[src/rtl/pipelined_cla_adder.sv]
// Pipelined carry-lookahead adder/subtractor: one GROUP-bit lookahead group per stage,
// unconsumed operand bits skew forward, finished sum bits travel alongside.

module cla_group #(
  parameter int GROUP = 8
) (
  input  logic [GROUP-1:0] a,
  input  logic [GROUP-1:0] b,
  input  logic             cin,
  output logic [GROUP-1:0] s,
  output logic             cout
);
  logic [GROUP-1:0] p, g;
  logic [GROUP:0]   c;
  logic             gg, pp;

  assign p = a ^ b;
  assign g = a & b;

  // Each carry is a prefix (G, P) of the group bits applied to cin, not a ripple of c[i].
  always_comb begin
    gg   = 1'b0;
    pp   = 1'b1;
    c    = '0;
    c[0] = cin;
    for (int i = 0; i < GROUP; i++) begin
      gg       = g[i] | (p[i] & gg);
      pp       = pp & p[i];
      c[i+1]   = gg | (pp & cin);
    end
  end

  assign s    = p ^ c[GROUP-1:0];
  assign cout = c[GROUP];
endmodule

module cla_stage #(
  parameter int WIDTH = 32,
  parameter int GROUP = 8,
  parameter int K     = 0
) (
  input  logic                           clk,
  input  logic                           rst_n,
  input  logic                           adv,
  input  logic [WIDTH-K*GROUP-1:0]       a_i,
  input  logic [WIDTH-K*GROUP-1:0]       b_i,
  input  logic [K*GROUP:0]               cd_i,   // {carry, finished sum bits}
  input  logic                           sat_i,
  output logic [WIDTH-(K+1)*GROUP-1:0]   a_o,
  output logic [WIDTH-(K+1)*GROUP-1:0]   b_o,
  output logic [(K+1)*GROUP:0]           cd_o,
  output logic                           sat_o
);
  localparam int R = WIDTH - K*GROUP;
  localparam int D = K*GROUP;

  logic [GROUP-1:0] gs;
  logic             gc;
  logic [D+GROUP:0] cd_nx;

  cla_group #(.GROUP(GROUP)) u_grp (
    .a(a_i[GROUP-1:0]), .b(b_i[GROUP-1:0]), .cin(cd_i[D]), .s(gs), .cout(gc)
  );

  if (K == 0) begin : g_first
    assign cd_nx = {gc, gs};
  end else begin : g_rest
    assign cd_nx = {gc, gs, cd_i[D-1:0]};
  end

  always_ff @(posedge clk or negedge rst_n) begin
    if (!rst_n) begin
      a_o   <= '0;
      b_o   <= '0;
      cd_o  <= '0;
      sat_o <= 1'b0;
    end else if (adv) begin
      a_o   <= a_i[R-1:GROUP];
      b_o   <= b_i[R-1:GROUP];
      cd_o  <= cd_nx;
      sat_o <= sat_i;
    end
  end
endmodule

module pipelined_cla_adder #(
  parameter int WIDTH = 32,
  parameter int GROUP = 8
) (
  input  logic             clk,
  input  logic             rst_n,
  input  logic             in_valid,
  output logic             in_ready,
  input  logic [WIDTH-1:0] a,
  input  logic [WIDTH-1:0] b,
  input  logic             cin,
  input  logic             sub,
  input  logic             sat,
  output logic             out_valid,
  input  logic             out_ready,
  output logic [WIDTH-1:0] sum,
  output logic             cout,
  output logic             ovf
);
  localparam int S = WIDTH / GROUP;

  // Slot k (1..S-1) is the register set feeding stage k; slots shrink/grow, so they
  // are packed back to back in flat vectors at these offsets.
  function automatic int aoff(input int k);
    return (k-1)*WIDTH - GROUP*(k-1)*k/2;
  endfunction
  function automatic int coff(input int k);
    return GROUP*(k-1)*k/2 + (k-1);
  endfunction

  localparam int AT = (S > 1) ? aoff(S) : 1;
  localparam int CT = (S > 1) ? coff(S) : 1;
  localparam int SW = (S > 1) ? S-1 : 1;

  logic             adv;
  logic [S-1:0]     vld_pipe;
  logic [WIDTH-1:0] bx;
  logic             cx;
  logic [AT-1:0]    a_sk, b_sk;
  logic [CT-1:0]    cd_sk;
  logic [SW-1:0]    sat_sk;

  assign adv       = !out_valid | out_ready;
  assign in_ready  = adv;
  assign out_valid = vld_pipe[S-1];
  assign bx        = b ^ {WIDTH{sub}};
  assign cx        = sub | cin;

  always_ff @(posedge clk or negedge rst_n) begin
    if (!rst_n)   vld_pipe <= '0;
    else if (adv) vld_pipe <= (vld_pipe << 1) | S'(in_valid);
  end

  for (genvar k = 0; k < S-1; k++) begin : g_stg
    if (k == 0) begin : g_in
      cla_stage #(.WIDTH(WIDTH), .GROUP(GROUP), .K(0)) u_stg (
        .clk(clk), .rst_n(rst_n), .adv(adv),
        .a_i(a), .b_i(bx), .cd_i(cx), .sat_i(sat),
        .a_o(a_sk[aoff(1) +: WIDTH-GROUP]), .b_o(b_sk[aoff(1) +: WIDTH-GROUP]),
        .cd_o(cd_sk[coff(1) +: GROUP+1]), .sat_o(sat_sk[0])
      );
    end else begin : g_mid
      cla_stage #(.WIDTH(WIDTH), .GROUP(GROUP), .K(k)) u_stg (
        .clk(clk), .rst_n(rst_n), .adv(adv),
        .a_i(a_sk[aoff(k) +: WIDTH-k*GROUP]), .b_i(b_sk[aoff(k) +: WIDTH-k*GROUP]),
        .cd_i(cd_sk[coff(k) +: k*GROUP+1]), .sat_i(sat_sk[k-1]),
        .a_o(a_sk[aoff(k+1) +: WIDTH-(k+1)*GROUP]), .b_o(b_sk[aoff(k+1) +: WIDTH-(k+1)*GROUP]),
        .cd_o(cd_sk[coff(k+1) +: (k+1)*GROUP+1]), .sat_o(sat_sk[k])
      );
    end
  end

  // Final group: completes the raw sum, then overflow detect and clamp into the output regs.
  logic [GROUP-1:0]   la, lb, lgs;
  logic [WIDTH-GROUP:0] lcd;
  logic               lsat, lgc, ovf_nx;
  logic [WIDTH-1:0]   raw, sum_nx;

  if (S == 1) begin : g_one
    assign la   = a;
    assign lb   = bx;
    assign lcd  = cx;
    assign lsat = sat;
    assign raw  = lgs;
  end else begin : g_many
    assign la   = a_sk[aoff(S-1) +: GROUP];
    assign lb   = b_sk[aoff(S-1) +: GROUP];
    assign lcd  = cd_sk[coff(S-1) +: WIDTH-GROUP+1];
    assign lsat = sat_sk[S-2];
    assign raw  = {lgs, lcd[WIDTH-GROUP-1:0]};
  end

  cla_group #(.GROUP(GROUP)) u_last (
    .a(la), .b(lb), .cin(lcd[WIDTH-GROUP]), .s(lgs), .cout(lgc)
  );

  assign ovf_nx = (la[GROUP-1] == lb[GROUP-1]) & (raw[WIDTH-1] != la[GROUP-1]);
  assign sum_nx = (lsat & ovf_nx) ?
                  (la[GROUP-1] ? {1'b1, {(WIDTH-1){1'b0}}} : {1'b0, {(WIDTH-1){1'b1}}}) : raw;

  always_ff @(posedge clk or negedge rst_n) begin
    if (!rst_n) begin
      sum  <= '0;
      cout <= 1'b0;
      ovf  <= 1'b0;
    end else if (adv) begin
      sum  <= sum_nx;
      cout <= lgc;
      ovf  <= ovf_nx;
    end
  end
endmodule
[config.mk]
export PLATFORM = sky130hd
export DESIGN_NAME = pipelined_cla_adder
export DESIGN_NICKNAME = d
export VERILOG_FILES = /design/src/rtl/pipelined_cla_adder.sv
export SDC_FILE = /design/constraint.sdc
export NUM_CORES = 1
export LEC_CHECK = 0
export ABC_AREA = 1
export CAP_MARGIN = 20
export CORE_ASPECT_RATIO = 1.2
export CORE_UTILIZATION = 44
export DETAILED_ROUTE_END_ITERATION = 10
export PLACE_DENSITY = 0.68
export SKIP_CTS_REPAIR_TIMING = 1
export SLEW_MARGIN = 20
export SYNTH_ARGS = -nofsm -noshare
export SYNTH_HDL_FRONTEND = slang
export SYNTH_SLANG_ARGS = --single-unit
[constraint.sdc]
create_clock -name clk -period 2.3 [get_ports clk]
set_clock_uncertainty 0.2 [all_clocks]
set_input_delay 0.23 -clock clk [delete_from_list [all_inputs] [get_ports clk]]
set_output_delay 0.23 -clock clk [all_outputs]
set_load 0.01 [all_outputs]
==> impl_table.tex <==
\begin{tabular}{lr}
\hline
Metric & Value \\
\hline
\multicolumn{2}{l}{\textbf{Yosys}} \\
Post-synth top area share & 55.0\% \\
Cell area after technology mapping & 0.00855 mm² \\
FF+latch count, synth & 188 \\
Post-synthesis net count & 1051 \\
Average cell area after synthesis & 9.06 µm² \\
Synthesis Warnings & 0 \\
Netlist cell types & 28 \\
Main area contributors after synthesis & sky130\_fd\_sc\_hd\_\_dfrtp\_1, sky130\_fd\_sc\_hd\_\_nand2\_1, sky130\_fd\_sc\_hd\_\_ha\_1, sky130\_fd\_sc\_hd\_\_xnor2\_1, sky130\_fd\_sc\_hd\_\_a21oi\_2 \\
Instance count of the mapped netlist & 944 \\
Top cell type by total area after synthesis & sky130\_fd\_sc\_hd\_\_dfrtp\_1 \\
Portion of the post-synthesis area used by sequential elements & 55.0\% \\
\multicolumn{2}{l}{\textbf{Clock network}} \\
Max Buffers Root-to-Sink & 2 \\
Clock tree from TritonCTS & yes \\
Clk pin slew, worst setup/hold paths & 0.07 ns \\
Root buffer cell & sky130\_fd\_sc\_hd\_\_clkbuf\_16 \\
\# H-tree levels & 4 \\
Insertion delay of the later-clocked pin in the worst-skew pair & 0.43 ns \\
Total number of clock tree sinks & 188 \\
TritonCTS Buffers & 17 \\
\multicolumn{2}{l}{\textbf{STA}} \\
Final hold violations & 0 \\
Maximum clock frequency & 0.416 GHz \\
Final setup slack of the worst path & -0.101 ns \\
Fin crit share & 104\% \\
Slew at the pin closest to its max-slew limit & 0.567 ns \\
Max-slew headroom & 62.2\% \\
Setup-violating endpoint count in the final report & 32 \\
Final-report max-slew violation count & 0 \\
RSZ-0062 raised after global routing & yes \\
Min Clock Period, post-route & 2.40 ns \\
\multicolumn{2}{l}{\textbf{Power}} \\
Worst VDD drop & 0.000710 V \\
Total Power Consumption & 15.3 mW \\
Share of power burned in combinational logic & 43.6\% \\
Clock group share of total power & 18.6\% \\
Switching share of total power & 37.0\% \\
Internal power of the cells & 9.61 mW \\
Cell leakage power & 5.35 nW \\
Switching power of the nets & 5.66 mW \\
Relative contribution of sequential cells to total power & 37.8\% \\
Power per cell area & 1380 mW/mm² \\
\multicolumn{2}{l}{\textbf{Cells and area}} \\
Number of nets at the end of the flow & 1175 \\
Non-filler instance count after layout & 1337 \\
Area overhead of the layout relative to synthesis & 29.4\% \\
Post-route standard cell area excluding fillers & 0.0111 mm² \\
Antenna Diode Count & 0 \\
Commonest non-fill, non-tap cell in the layout & sky130\_fd\_sc\_hd\_\_nand2\_1 \\
Total of fill cells in the finished design & 1654 \\
Most frequent cells in the layout & sky130\_fd\_sc\_hd\_\_nand2\_1, sky130\_fd\_sc\_hd\_\_dfrtp\_1, sky130\_fd\_sc\_hd\_\_clkdlybuf4s50\_1 \\
Fraction of final layout cells with drive strength greater than 1 & 16.8\% \\
\multicolumn{2}{l}{\textbf{Global route}} \\
Total routing resource utilization after global routing & 18.0\% \\
Number of antenna violations at the first check in global routing & 1 \\
Pin count of the biggest net entering global routing & 126 \\
Number of global-route vias before repair & 5956 \\
GRT Residual Overflow & 0 \\
Wire length of the first global-routing pass & 28100 µm \\
\multicolumn{2}{l}{\textbf{Critical path}} \\
Launch point of the critical path & g\_stg[2].g\_mid.u\_stg.a\_o[2]\$\_DFFE\_PN0P\_ \\
Reg-to-reg startpoint & g\_stg[2].g\_mid.u\_stg.a\_o[2]\$\_DFFE\_PN0P\_ \\
Largest driver fanout on the critical path & 6 \\
Sort of element at the start of the critical path & flip-flop \\
Classification of the worst setup path & reg2reg \\
Crit-path most repeated cell & sky130\_fd\_sc\_hd\_\_nand2\_2 \\
Data arrival time at the worst-slack endpoint & 2.52 ns \\
Critical path buffer and inverter count & 1 \\
Family with the most delay on the worst path & simple AND/OR/NAND/NOR gates \\
CP max stage cell & sky130\_fd\_sc\_hd\_\_dfrtp\_1 \\
Slowest stage delay, CP & 0.43 ns \\
Data required time at the worst endpoint & 2.42 ns \\
Worst setup EP type & flip-flop \\
Critical Path, Cell by Cell & ha\_4, nand3\_1, nand3b\_1, nand3\_2, nand2\_2, nand2\_2, nand2\_2, nand2\_4, nand2\_4, nand3\_2, nand4\_4, clkbuf\_16, nand2\_2, a21oi\_2 \\
\multicolumn{2}{l}{\textbf{Hold path}} \\
Path category of the worst min-delay check & in2reg \\
Min-Delay Startpoint & a[12] \\
\multicolumn{2}{l}{\textbf{Place}} \\
Setup slack at placement & -0.386 ns \\
Half-perimeter wire length of the detailed placement result & 11200 µm \\
Global placer's final weighted congestion & 0.746 \\
Placed Cells & 1294 \\
Area post-placement & 0.0101 mm² \\
Port Buf Inserts & 106 \\
\multicolumn{2}{l}{\textbf{Floorplanning}} \\
Number of rows created at floorplan & 55 \\
Die height & 155 µm \\
Die footprint & 0.0200 mm² \\
Boundary Pins & 107 \\
Placeable Area & 0.0189 mm² \\
Starting Density & 45.2\% \\
Width of the chip & 129 µm \\
\multicolumn{2}{l}{\textbf{Run status}} \\
Run status & complete, but fails checks \\
Violated checks & negative setup slack \\
\multicolumn{2}{l}{\textbf{Routing}} \\
Per-cell routed wire length & 12.8 µm \\
Residual DRC count & 0 \\
Drt total wl & 17100 µm \\
First-pass DRT Iterations & 4 \\
Number of DRC markers in iteration 0 & 289 \\
Post-route antenna net violation count & 0 \\
Ratio of routed vias to standard cells & 4.66 \\
Count of vias placed by the detailed router & 6230 \\
\multicolumn{2}{l}{\textbf{Job}} \\
Number of maximum-capacitance violations & 0 \\
\hline
\end{tabular}
-- metrics by stage --
step / setup TNS, ns / util (%) / hold slack, ns
global placement: -1.74 / 53.4 / 0.0745
global route: -6.48 / 58.5 / 0.128
CTS: -2.28 / 56.4 / -0.392
finish: -2.67 / 58.5 / 0.123
floorplan: -0.0101 / - / -0.266
detailed placement: -2.79 / 53.4 / 0.0785
-- layout make-up --
cell class / count / area [µm²] / share of cell area (%)
multi-input combinational: 678 / 3760 / 34.0
sequential: 188 / 4700 / 42.5
clock inverter: 12 / 114 / 1.03
inverter: 31 / 119 / 1.07
tap: 256 / 320 / 2.89
timing repair buffer: 152 / 1590 / 14.3
clock buffer: 20 / 457 / 4.13
-- cells in the mapped netlist, drive strengths merged --
master and instances:
buf 17, fa 4, ha 32, nor2 44, or2 1, o21ai 52, a21oi 42, nand3b 1
xnor2 37, xor2 13, a31o 1, inv 31, nand2 441, a21o 1, clkbuf 30, nand4 2
nand3 7, dfrtp 188
-- metal layers --
| metal | global-route usage (%) | share of wire [%] | vias up |
|---|---|---|---|
| met3 | 3.01 | 3.2 | 25 |
| met2 | 29.5 | 50 | 92 |
| met5 | 0 | 0 | - |
| met1 | 23.7 | 45 | 2922 |
| met4 | 6.95 | 2.0 | 0 |
| li1 | - | - | 3191 |
-- power groups by stage --
stage	logic, mW	clock network (mW)	registers [mW]
final	6.66	2.84	5.78
after global routing	7.50	3.03	5.96
after CTS	5.99	2.90	5.69
after detailed placement	5.97	0	5.74
after global placement	5.80	0	5.70
after floorplan	3.92	0	5.68
-- state kept, by name (all words and copies together), names as in the netlist --
name and count:
g_stg.g_in.u_stg.b_o 24, g_stg.g_mid.u_stg.b_o 24, sum 32, g_stg.g_in.u_stg.sat_o 1
cout 1, g_stg.g_in.u_stg.cd_o 9, g_stg.g_mid.u_stg.sat_o 2, g_stg.g_mid.u_stg.a_o 24
g_stg.g_in.u_stg.a_o 24, vld_pipe 4, g_stg.g_mid.u_stg.cd_o 42, ovf 1
-- logic make-up (layout without fill, tap and decap cells) --
kind of cell	count (synthesis)	in the layout	synth area share (%)
AND/OR/NAND/NOR	496	496	23.1
flip-flops	188	188	55.0
AO/OA/AOI/OAI	96	96	7.05
buffers and inverters	78	215	4.11
XOR/XNOR	50	50	5.12
adder cells (fa/ha/maj)	36	36	5.62
-- worst paths after layout --
path	endpoint	slack, ns	cells past startpoint
max	sum[0]$_DFFE_PN0P_	-0.10	14
min	g_stg[0].g_in.u_stg.a_o[4]$_DFFE_PN0P_	0.12	3
max reg2reg	sum[0]$_DFFE_PN0P_	-0.10	14
min reg2reg	g_stg[1].g_mid.u_stg.cd_o[3]$_DFFE_PN0P_	0.26	2
max in group asynchronous	sum[14]$_DFFE_PN0P_	1.04	3
min in group asynchronous	g_stg[1].g_mid.u_stg.a_o[7]$_DFFE_PN0P_	0.15	2
-- worst reg2reg max path, cell delays in order, from the launching register on --
cell	delay (ns)
sky130_fd_sc_hd__dfrtp_1	0.43
sky130_fd_sc_hd__ha_4	0.29
sky130_fd_sc_hd__nand3_1	0.07
sky130_fd_sc_hd__nand3b_1	0.17
sky130_fd_sc_hd__nand3_2	0.11
sky130_fd_sc_hd__nand2_2	0.05
sky130_fd_sc_hd__nand2_2	0.07
sky130_fd_sc_hd__nand2_2	0.06
sky130_fd_sc_hd__nand2_4	0.07
sky130_fd_sc_hd__nand2_4	0.06
sky130_fd_sc_hd__nand3_2	0.09
sky130_fd_sc_hd__nand4_4	0.24
sky130_fd_sc_hd__clkbuf_16	0.26
sky130_fd_sc_hd__nand2_2	0.06
sky130_fd_sc_hd__a21oi_2	0.04
No activity file was read; power rests on OpenSTA's default activity.
